==> config.mk <==
export PLATFORM = sky130hd
export DESIGN_NAME = logic_unit_rr_sched
export DESIGN_NICKNAME = d
export VERILOG_FILES = /design/src/rtl/logic_unit_rr_sched.sv
export SDC_FILE = /design/constraint.sdc
export NUM_CORES = 1
export LEC_CHECK = 0
export ABC_AREA = 1
export CORE_MARGIN = 10
export CORE_UTILIZATION = 44
export DETAILED_ROUTE_END_ITERATION = 7
export PLACE_DENSITY = 0.86
export SLEW_MARGIN = 20
export SYNTH_ARGS = -nofsm -noshare
export SYNTH_HDL_FRONTEND = slang
export SYNTH_SLANG_ARGS = --single-unit
==> constraint.sdc <==
create_clock -name clk -period 1.8 [get_ports clk]
set_input_delay 0.36 -clock clk [delete_from_list [all_inputs] [get_ports clk]]
set_output_delay 0.36 -clock clk [all_outputs]
set_load 0.05 [all_outputs]
==> src/rtl/logic_unit_rr_sched.sv <==
// Round-robin scheduler sharing one registered 3-input logic unit.
// Unit computes A | ~(B ^ C); one operation in flight at a time.
module logic_unit_rr_sched #(
    parameter int NREQ     = 4,
    parameter bit CHECK_EN = 1'b1
) (
    input  logic                     clk,
    input  logic                     rst_n,
    input  logic [NREQ-1:0]          req_valid,
    input  logic [3*NREQ-1:0]        req_opnd,
    output logic [NREQ-1:0]          req_ready,
    output logic                     unit_a,
    output logic                     unit_b,
    output logic                     unit_c,
    input  logic                     unit_dout,
    output logic                     resp_valid,
    input  logic                     resp_ready,
    output logic                     resp_data,
    output logic [$clog2(NREQ)-1:0]  resp_id,
    output logic                     busy,
    output logic                     err
);

    localparam int IDW = $clog2(NREQ);

    typedef enum logic [1:0] {
        IDLE  = 2'd0,
        ISSUE = 2'd1,
        WAIT  = 2'd2,
        RESP  = 2'd3
    } state_t;

    state_t         state;
    state_t         state_nxt;
    logic [IDW-1:0] ptr;
    logic [IDW-1:0] ptr_nxt;
    logic [IDW-1:0] win;
    logic [IDW:0]   cand;
    logic           found;
    logic           grant;
    logic [2:0]     sel;
    logic [IDW-1:0] id;
    logic           golden;

    // Winner search: first asserted request starting at ptr, wrapping
    always_comb begin
        found = 1'b0;
        win   = '0;
        cand  = '0;
        for (int k = 0; k < NREQ; k++) begin
            cand = {1'b0, ptr} + (IDW+1)'(k);
            if (cand >= (IDW+1)'(NREQ)) begin
                cand = cand - (IDW+1)'(NREQ);
            end
            if (!found && req_valid[cand[IDW-1:0]]) begin
                found = 1'b1;
                win   = cand[IDW-1:0];
            end
        end
    end

    // Operand bundle of the winner and the pointer value after its grant
    always_comb begin
        sel     = req_opnd[3*win +: 3];
        ptr_nxt = (win == IDW'(NREQ-1)) ? '0 : win + 1'b1;
    end

    // Next-state logic; grant only fires from IDLE
    always_comb begin
        state_nxt = state;
        grant     = 1'b0;
        unique case (state)
            IDLE: begin
                if (found) begin
                    grant     = 1'b1;
                    state_nxt = ISSUE;
                end
            end
            ISSUE: state_nxt = WAIT;
            WAIT:  state_nxt = RESP;
            RESP: begin
                if (resp_ready) begin
                    state_nxt = IDLE;
                end
            end
            default: state_nxt = IDLE;
        endcase
    end

    // State register
    always_ff @(posedge clk or negedge rst_n) begin
        if (!rst_n) begin
            state <= IDLE;
        end else begin
            state <= state_nxt;
        end
    end

    // Grant, operand issue, result capture and sticky self-check
    always_ff @(posedge clk or negedge rst_n) begin
        if (!rst_n) begin
            req_ready  <= '0;
            unit_a     <= 1'b0;
            unit_b     <= 1'b0;
            unit_c     <= 1'b0;
            id         <= '0;
            golden     <= 1'b0;
            ptr        <= '0;
            resp_valid <= 1'b0;
            resp_data  <= 1'b0;
            resp_id    <= '0;
            err        <= 1'b0;
        end else begin
            req_ready <= '0;
            if (grant) begin
                req_ready <= NREQ'(1) << win;
                unit_a    <= sel[2];
                unit_b    <= sel[1];
                unit_c    <= sel[0];
                id        <= win;
                golden    <= sel[2] | ~(sel[1] ^ sel[0]);
                ptr       <= ptr_nxt;
            end
            if (state == WAIT) begin
                resp_data  <= unit_dout;
                resp_id    <= id;
                resp_valid <= 1'b1;
                if (CHECK_EN && (unit_dout != golden)) begin
                    err <= 1'b1;
                end
            end else if (state == RESP && resp_ready) begin
                resp_valid <= 1'b0;
            end
        end
    end

    // Busy whenever an operation is in flight
    always_comb begin
        busy = (state != IDLE);
    end

endmodule

# ---- After elaboration in Yosys (flattened, before gate mapping)
# Cells that the tools add are included.
dict set report word_totals {
  output_inout_bits 13
  input_bits 20
  word_cells 82
  mem_bits_rw 0
  mem_count 0
  latch_bits 0
  rom_bits 0
  regBits 19
}
dict set report classes {
  n_addsub 8
  reduce_logical 12
  mul 1
  order_cmp 8
  eq_ne 7
  shift 2
  div 0
  mux 29
  n_bitwise 3
}
# cell count
set op_table {}
lappend op_table {{two-way mux 2 bit} 11}
lappend op_table {{< comparator 2 x 3 -> 1 bit (second input constant)} 4}
lappend op_table {{two-way mux 1 bit} 12}
lappend op_table {{variable part select 12 x 5 -> 3 bit} 1}
lappend op_table {{>= comparator 3 bit (second input constant)} 3}
lappend op_table {{binary-select mux 1 bit (select 2 bit)} 4}
lappend op_table {{case mux 2 bit (4 select lines)} 1}
lappend op_table {{subtractor 2 x 1 -> 2 bit (second input constant)} 4}
lappend op_table {{adder 2 x 2 -> 3 bit (second input constant)} 2}
lappend op_table {{equality test 2 bit (second input constant)} 3}
lappend op_table {{logical AND 1 bit} 4}
lappend op_table {{multiplier 2 x 2 -> 4 bit (first input constant)} 1}
lappend op_table {{two-way mux 4 bit} 1}
lappend op_table {{!= test 2 bit (second input constant)} 2}
lappend op_table {{AND reduction 2 bit} 2}
lappend op_table {{nonzero test 2 bit} 2}
lappend op_table {{<< shifter 1 x 2 -> 4 bit (first input constant)} 1}
lappend op_table {{adder 2 x 1 -> 3 bit (second input constant)} 1}
lappend op_table {{>= comparator 2 x 3 -> 1 bit (second input constant)} 1}
lappend op_table {{logical NOT 1 bit} 3}
lappend op_table {{adder 2 x 1 -> 2 bit (second input constant)} 1}
lappend op_table {{equality test 2 x 1 -> 1 bit (second input constant)} 1}
lappend op_table {{logical NOT 2 bit} 1}
lappend op_table {{!= test 1 bit} 1}
lappend op_table {{3 further kinds} 3}

# ---- Logic depth before layout (Yosys ltp)
dict set report logic_depth {
  word_depth 19
  ltp_mapped 18
  ltp_nobuf 16
}

# ---- Least setup slack after synthesis
# Ideal clock, no wire load.
dict set report synth_timing {
  path_type {reg2reg}
  from {register ptr[0]}
  to {register ptr[1]}
  t_arrival_ns 1.657
  setup_slack_ns 0.016
  stages_incl_launch_ff 14
  period_less_slack_ns 1.784
  setup_time_ns 0.127
  path_buffers 1
  required_time_ns 1.673
  cell_sequence {dfrtp_1 -> buf_6 -> inv_8 -> nand2_2 -> nand3_1 -> nand2_2 -> nor2_8 -> nand3_1 -> nand3_1 -> nand2_2 -> inv_2 -> ha_1 -> nand2_1 -> o21ai_0}
}
dict set report synth_between {
  elab_chain_cells 16
  word_cells_on_any_way 42
  classes_between {add/sub: 8; order compare: 4; eq/ne: 1; mux: 23; reduce/logical: 6}
}
# element line
set synth_lines {}
lappend synth_lines {{from (decl)} 35} ;# logic [IDW-1:0] ptr;
lappend synth_lines {{from (signal assigned)} 122} ;# ptr <= ptr_nxt;
lappend synth_lines {{branches (longest 13 deep; another with adder 2 x 1 -> 3 bit)} --}
lappend synth_lines {{two-way mux 2 bit (*)} 55} ;# if (!found && req_valid[cand[IDW-1:0]]) begin
lappend synth_lines {{named net win[1]} 37} ;# logic [IDW-1:0] win;
lappend synth_lines {{adder 2 x 1 -> 2 bit / equality test 2 bit (equally long branches)} 65} ;# ptr_nxt = (win == IDW'(NREQ-1)) ? '0 : win + 1'b1;
lappend synth_lines {{two-way mux 2 bit (*)} 65}
lappend synth_lines {{named net ptr_nxt[1]} 36} ;# logic [IDW-1:0] ptr_nxt;
# Mark *: on every way through the listed nets, which the timed path passes. The select of a mux whose other input is x is not followed.
# A chain may end at the register's enable or synchronous reset.

# ---- Worst setup path in the final report
dict set report layout_timing {
  from {input req_valid[3]}
  to {register golden}
}
dict set report layout_between {
  elab_chain_cells 17
  word_cells_on_any_way 29
  classes_between {mul: 1; shift: 1; mux: 18; bitwise: 3; reduce/logical: 6}
}
# element line
set layout_lines {}
lappend layout_lines {{from (decl)} 9} ;# input logic [NREQ-1:0] req_valid,
lappend layout_lines {{binary-select mux 1 bit (select 2 bit)} 55}
lappend layout_lines {{two-way mux 1 bit (not written as such)} 55}
lappend layout_lines {{two-way mux 1 bit} 55}
lappend layout_lines {{logical NOT 1 bit} 55}
lappend layout_lines {{logical AND 1 bit} 55}
lappend layout_lines {{two-way mux 1 bit} 55}
lappend layout_lines {{logical NOT 1 bit} 55}
lappend layout_lines {{logical AND 1 bit} 55}
lappend layout_lines {{two-way mux 1 bit} 55}
lappend layout_lines {{logical NOT 1 bit} 55}
lappend layout_lines {{logical AND 1 bit} 55}
lappend layout_lines {{two-way mux 2 bit} 55}
lappend layout_lines {{multiplier 2 x 2 -> 4 bit} 64} ;# sel = req_opnd[3*win +: 3];
lappend layout_lines {{variable part select 12 x 5 -> 3 bit} 64}
lappend layout_lines {{XOR 1 bit} 121} ;# golden <= sel[2] | ~(sel[1] ^ sel[0]);
lappend layout_lines {{inverter 1 bit} 121}
lappend layout_lines {{OR 1 bit} 121}
lappend layout_lines {{to (signal assigned)} 121}
lappend layout_lines {{to (decl)} 43} ;# logic golden;
# Several ways; a longest one is shown, not always the timed one. The select of a mux whose other input is x is not followed.

==> out/qor.yml <==
final_layout:
  layout_common_cells: "nand2_1, buf_4, nand2_2, clkdlybuf4s50_1"
  final_util_pct: 76.07
  antennaDiodeCount: 0
  final_cell_area_um2: 2152
  seq_area_um2: 478.0
  syn2layout_area_growth_pct: 60.45
  fillCellCount: 173
  multiInputGateArea_um2: 959.7
  commonest_non_fill_non_tap_cell_in_the_layout: "nand2_1"
  fin_nets: 266
  final_layout_size_suffix_gt1_share_pct: 44.30
hold_path:
  worst_hold_path_type: "primary input to asynchronous set/reset pin"
critical_path:
  crit_path_top_delay_cell: "clkdlybuf4s50_1"
  timing.reg2reg.setup_slack_ns: -0.19
  timing.critical_path.cells: "clkdlybuf4s50_1, inv_1, nand2_4, nand3_4, nand2_4, nor2_8, nand3_4, buf_4, nand4_1, nand2_2, nand2_1, nand2_1, nand2_1, nand2_1, a21oi_2"
  path_buf_inv: 3
  critical_path.reg2reg.endpoint: "golden"
  cp_num_cells: 15
  timing.critical_path.to_type: "register"
  worstRegToRegCells: 15
  crit_family: "simple AND/OR/NAND/NOR gates"
  timing.setup.critical_path_class: "primary input to register"
  required_ns: 2.04
  crit_path_max_incr_delay_ns: 0.45
  rr_startpoint: "ptr[0]"
  crit_top_cell: "nand2_1"
  crit_arrival_ns: 2.24
  worst_setup_path_start_kind: "primary input"
  worstPathMaxFanout: 5
grt:
  grt_antenna_before_repair: 0
  first_global_vias: 1224
  grt_start_max_net_pins: 20
  first_pass_grt_wire_length_mm: 5.257
  overflow: 0
  grt_util_all_layers_pct: 11.68
synthesis:
  synth_top_family_by_area: "simple AND/OR/NAND/NOR gates"
  synth_compound_gate_area_share_pct: 5.970
  yosys-mux-area-fraction_pct: 2.519
  synth_area_per_cell_um2: 7.452
  syn-instance-count: 180
  yosys-top-cells-area: "dfrtp_1, nand2_1, ha_1, inv_1, nand2_2"
  synth.top_cell.area_share_pct: 35.45
  synth-xor-area-share_pct: 0
  post_synth_and_or_nand_nor_area_fraction_pct: 38.71
  yosysSeqAreaShare_pct: 35.45
  post_synth_instance_area_um2: 1341
  post_synth_fa_ha_maj_area_fraction_pct: 7.463
  synth_warnings: 0
  synth-seq-cells: 19
  synth_top_cell_by_area: "dfrtp_1"
  synth.distinct_cells: 23
  postSynthNetCount: 208
timing:
  worst_case_clock_skew_ns: 0.004522
  crit_path_setup_slack_layout_ns: -0.1970
  setup-violations-final: 10
  worst_slew_pin_slew_ns: 0.2924
  finalMaxSlewViolations: 0
  max_clock_freq_ghz: 0.5007
  fin_crit_sh_pct: 110.9
  setup_repair_after_global_routing_missed_its_margin: "true"
  max-slew-margin-rel_pct: 80.50
  period_minus_slack_ns: 1.997
  final.hold.worst_slack_ns: 0.3714
  report.final.hold_viol_count: 0
floorplan:
  die-width_um: 75.21
  floorplan.io_pins: 33
  initial_utilization_pct: 47.41
  die_height_um: 75.21
  placement_row_count: 19
  coreArea_um2: 2829
  fp.dieArea_um2: 5657
clocking:
  cts_max_path_bufs: 2
  cts-hold-fix-buffers: 0
  number_of_buffers_added_by_the_clock_tree_synthesis_step: 3
  cts.sink_count: 19
  clock_latency_ns: 0.30
  clk_pin_slew_ns: 0.11
  cts_htree_levels: 1
  cts_tree: "done"
  ctsRootBufferMaster: "clkbuf_4"
route:
  drt-total-wl_mm: 4.166
  route.detailed.wl_per_inst_um: 15.54
  drcViolationCount: 0
  avgViaCountPerCell: 5.220
  dr.first_iter.drc_count: 96
  dr.pass1.iters: 4
  dr_total_vias: 1399
  drt.antenna.violating_nets: 0
place:
  port-buffer-count: 32
  finalWeightedCongestion: 0.8364
  hpwlAfterDp_mm: 2.579
  placement.cell_area_um2: 1800
job:
  number_of_max_capacitance_violations_reported: 0
run_status:
  violations: "setup timing"
  status: "finished with violations"
-- metrics by stage --
| step | instances | worst slack, ns | TNS [ns] |
|---|---|---|---|
| after CTS | 263 | -0.09435 | -0.2671 |
| final | 268 | -0.1970 | -0.9146 |
| after global routing | 268 | -0.3064 | -1.832 |
| after floorplan | 180 | 0.01627 | 0 |
| after global placement | 258 | -0.3460 | -3.405 |
| after detailed placement | 258 | -0.3811 | -4.102 |
-- cells in the mapped netlist (all sizes together) --
master  number
a21oi        1
dfrtp       19
ha           8
inv         26
o22ai        1
o21bai       1
mux2         3
o21ai       10
nor2        12
buf          3
nand4        5
a21o         1
nand3       17
nand2       73
-- registers in the layout (all words and copies together) (netlist names) --
| register | cells |
|---|---|
| resp_data | 1 |
| req_ready | 4 |
| unit_b | 1 |
| unit_c | 1 |
| state | 2 |
| ptr | 2 |
| resp_valid | 1 |
| id | 2 |
| err | 1 |
| unit_a | 1 |
| golden | 1 |
| resp_id | 2 |
-- layout make-up --
type | count | area share, %
clock buffer | 3 | 1.047
clock inverter | 1 | 0.2326
inverter | 26 | 5.465
multi-input combinational | 132 | 44.59
sequential | 19 | 22.21
tap | 31 | 1.802
timing repair buffer | 55 | 24.24
timing repair inverter | 1 | 0.4070
-- worst max-delay path by stage --
stage	from	endpoint	slack [ns]
after floorplan	ptr[0]	ptr[1]	0.02
after global placement	req_valid[3]	golden	-0.35
after detailed placement	req_valid[3]	golden	-0.38
after CTS	ptr[0]	golden	-0.09
after global routing	ptr[0]	golden	-0.31
final	req_valid[3]	golden	-0.20
-- layer usage --
metal	track usage, %	share of wire, %	vias to the layer above	wire (µm)
li1	-	-	685	-
met1	13.75	39	633	1645
met2	20.10	49	69	2038
met3	2.497	8.4	12	351
met4	4.948	3.1	0	131
met5	0	0	-	0
-- what timing repair did --
item                                    in CTS  in global routing
pin swaps                                    5                 24
buffers inserted                             1                  3
resized for setup                           11                 63
gates cloned                                 0                  2
endpoints found under the setup margin      12                 14
-- cells by family after synthesis --
| logic type | after synthesis |
|---|---|
| fa+ha+maj | 8 |
| flops | 19 |
| simple gates | 107 |
| buf+inv | 29 |
| compound gates | 14 |
| mux | 3 |
Power is not shown: default switching activity piles up to over one toggle a cycle in this logic, so the estimate is an artifact.
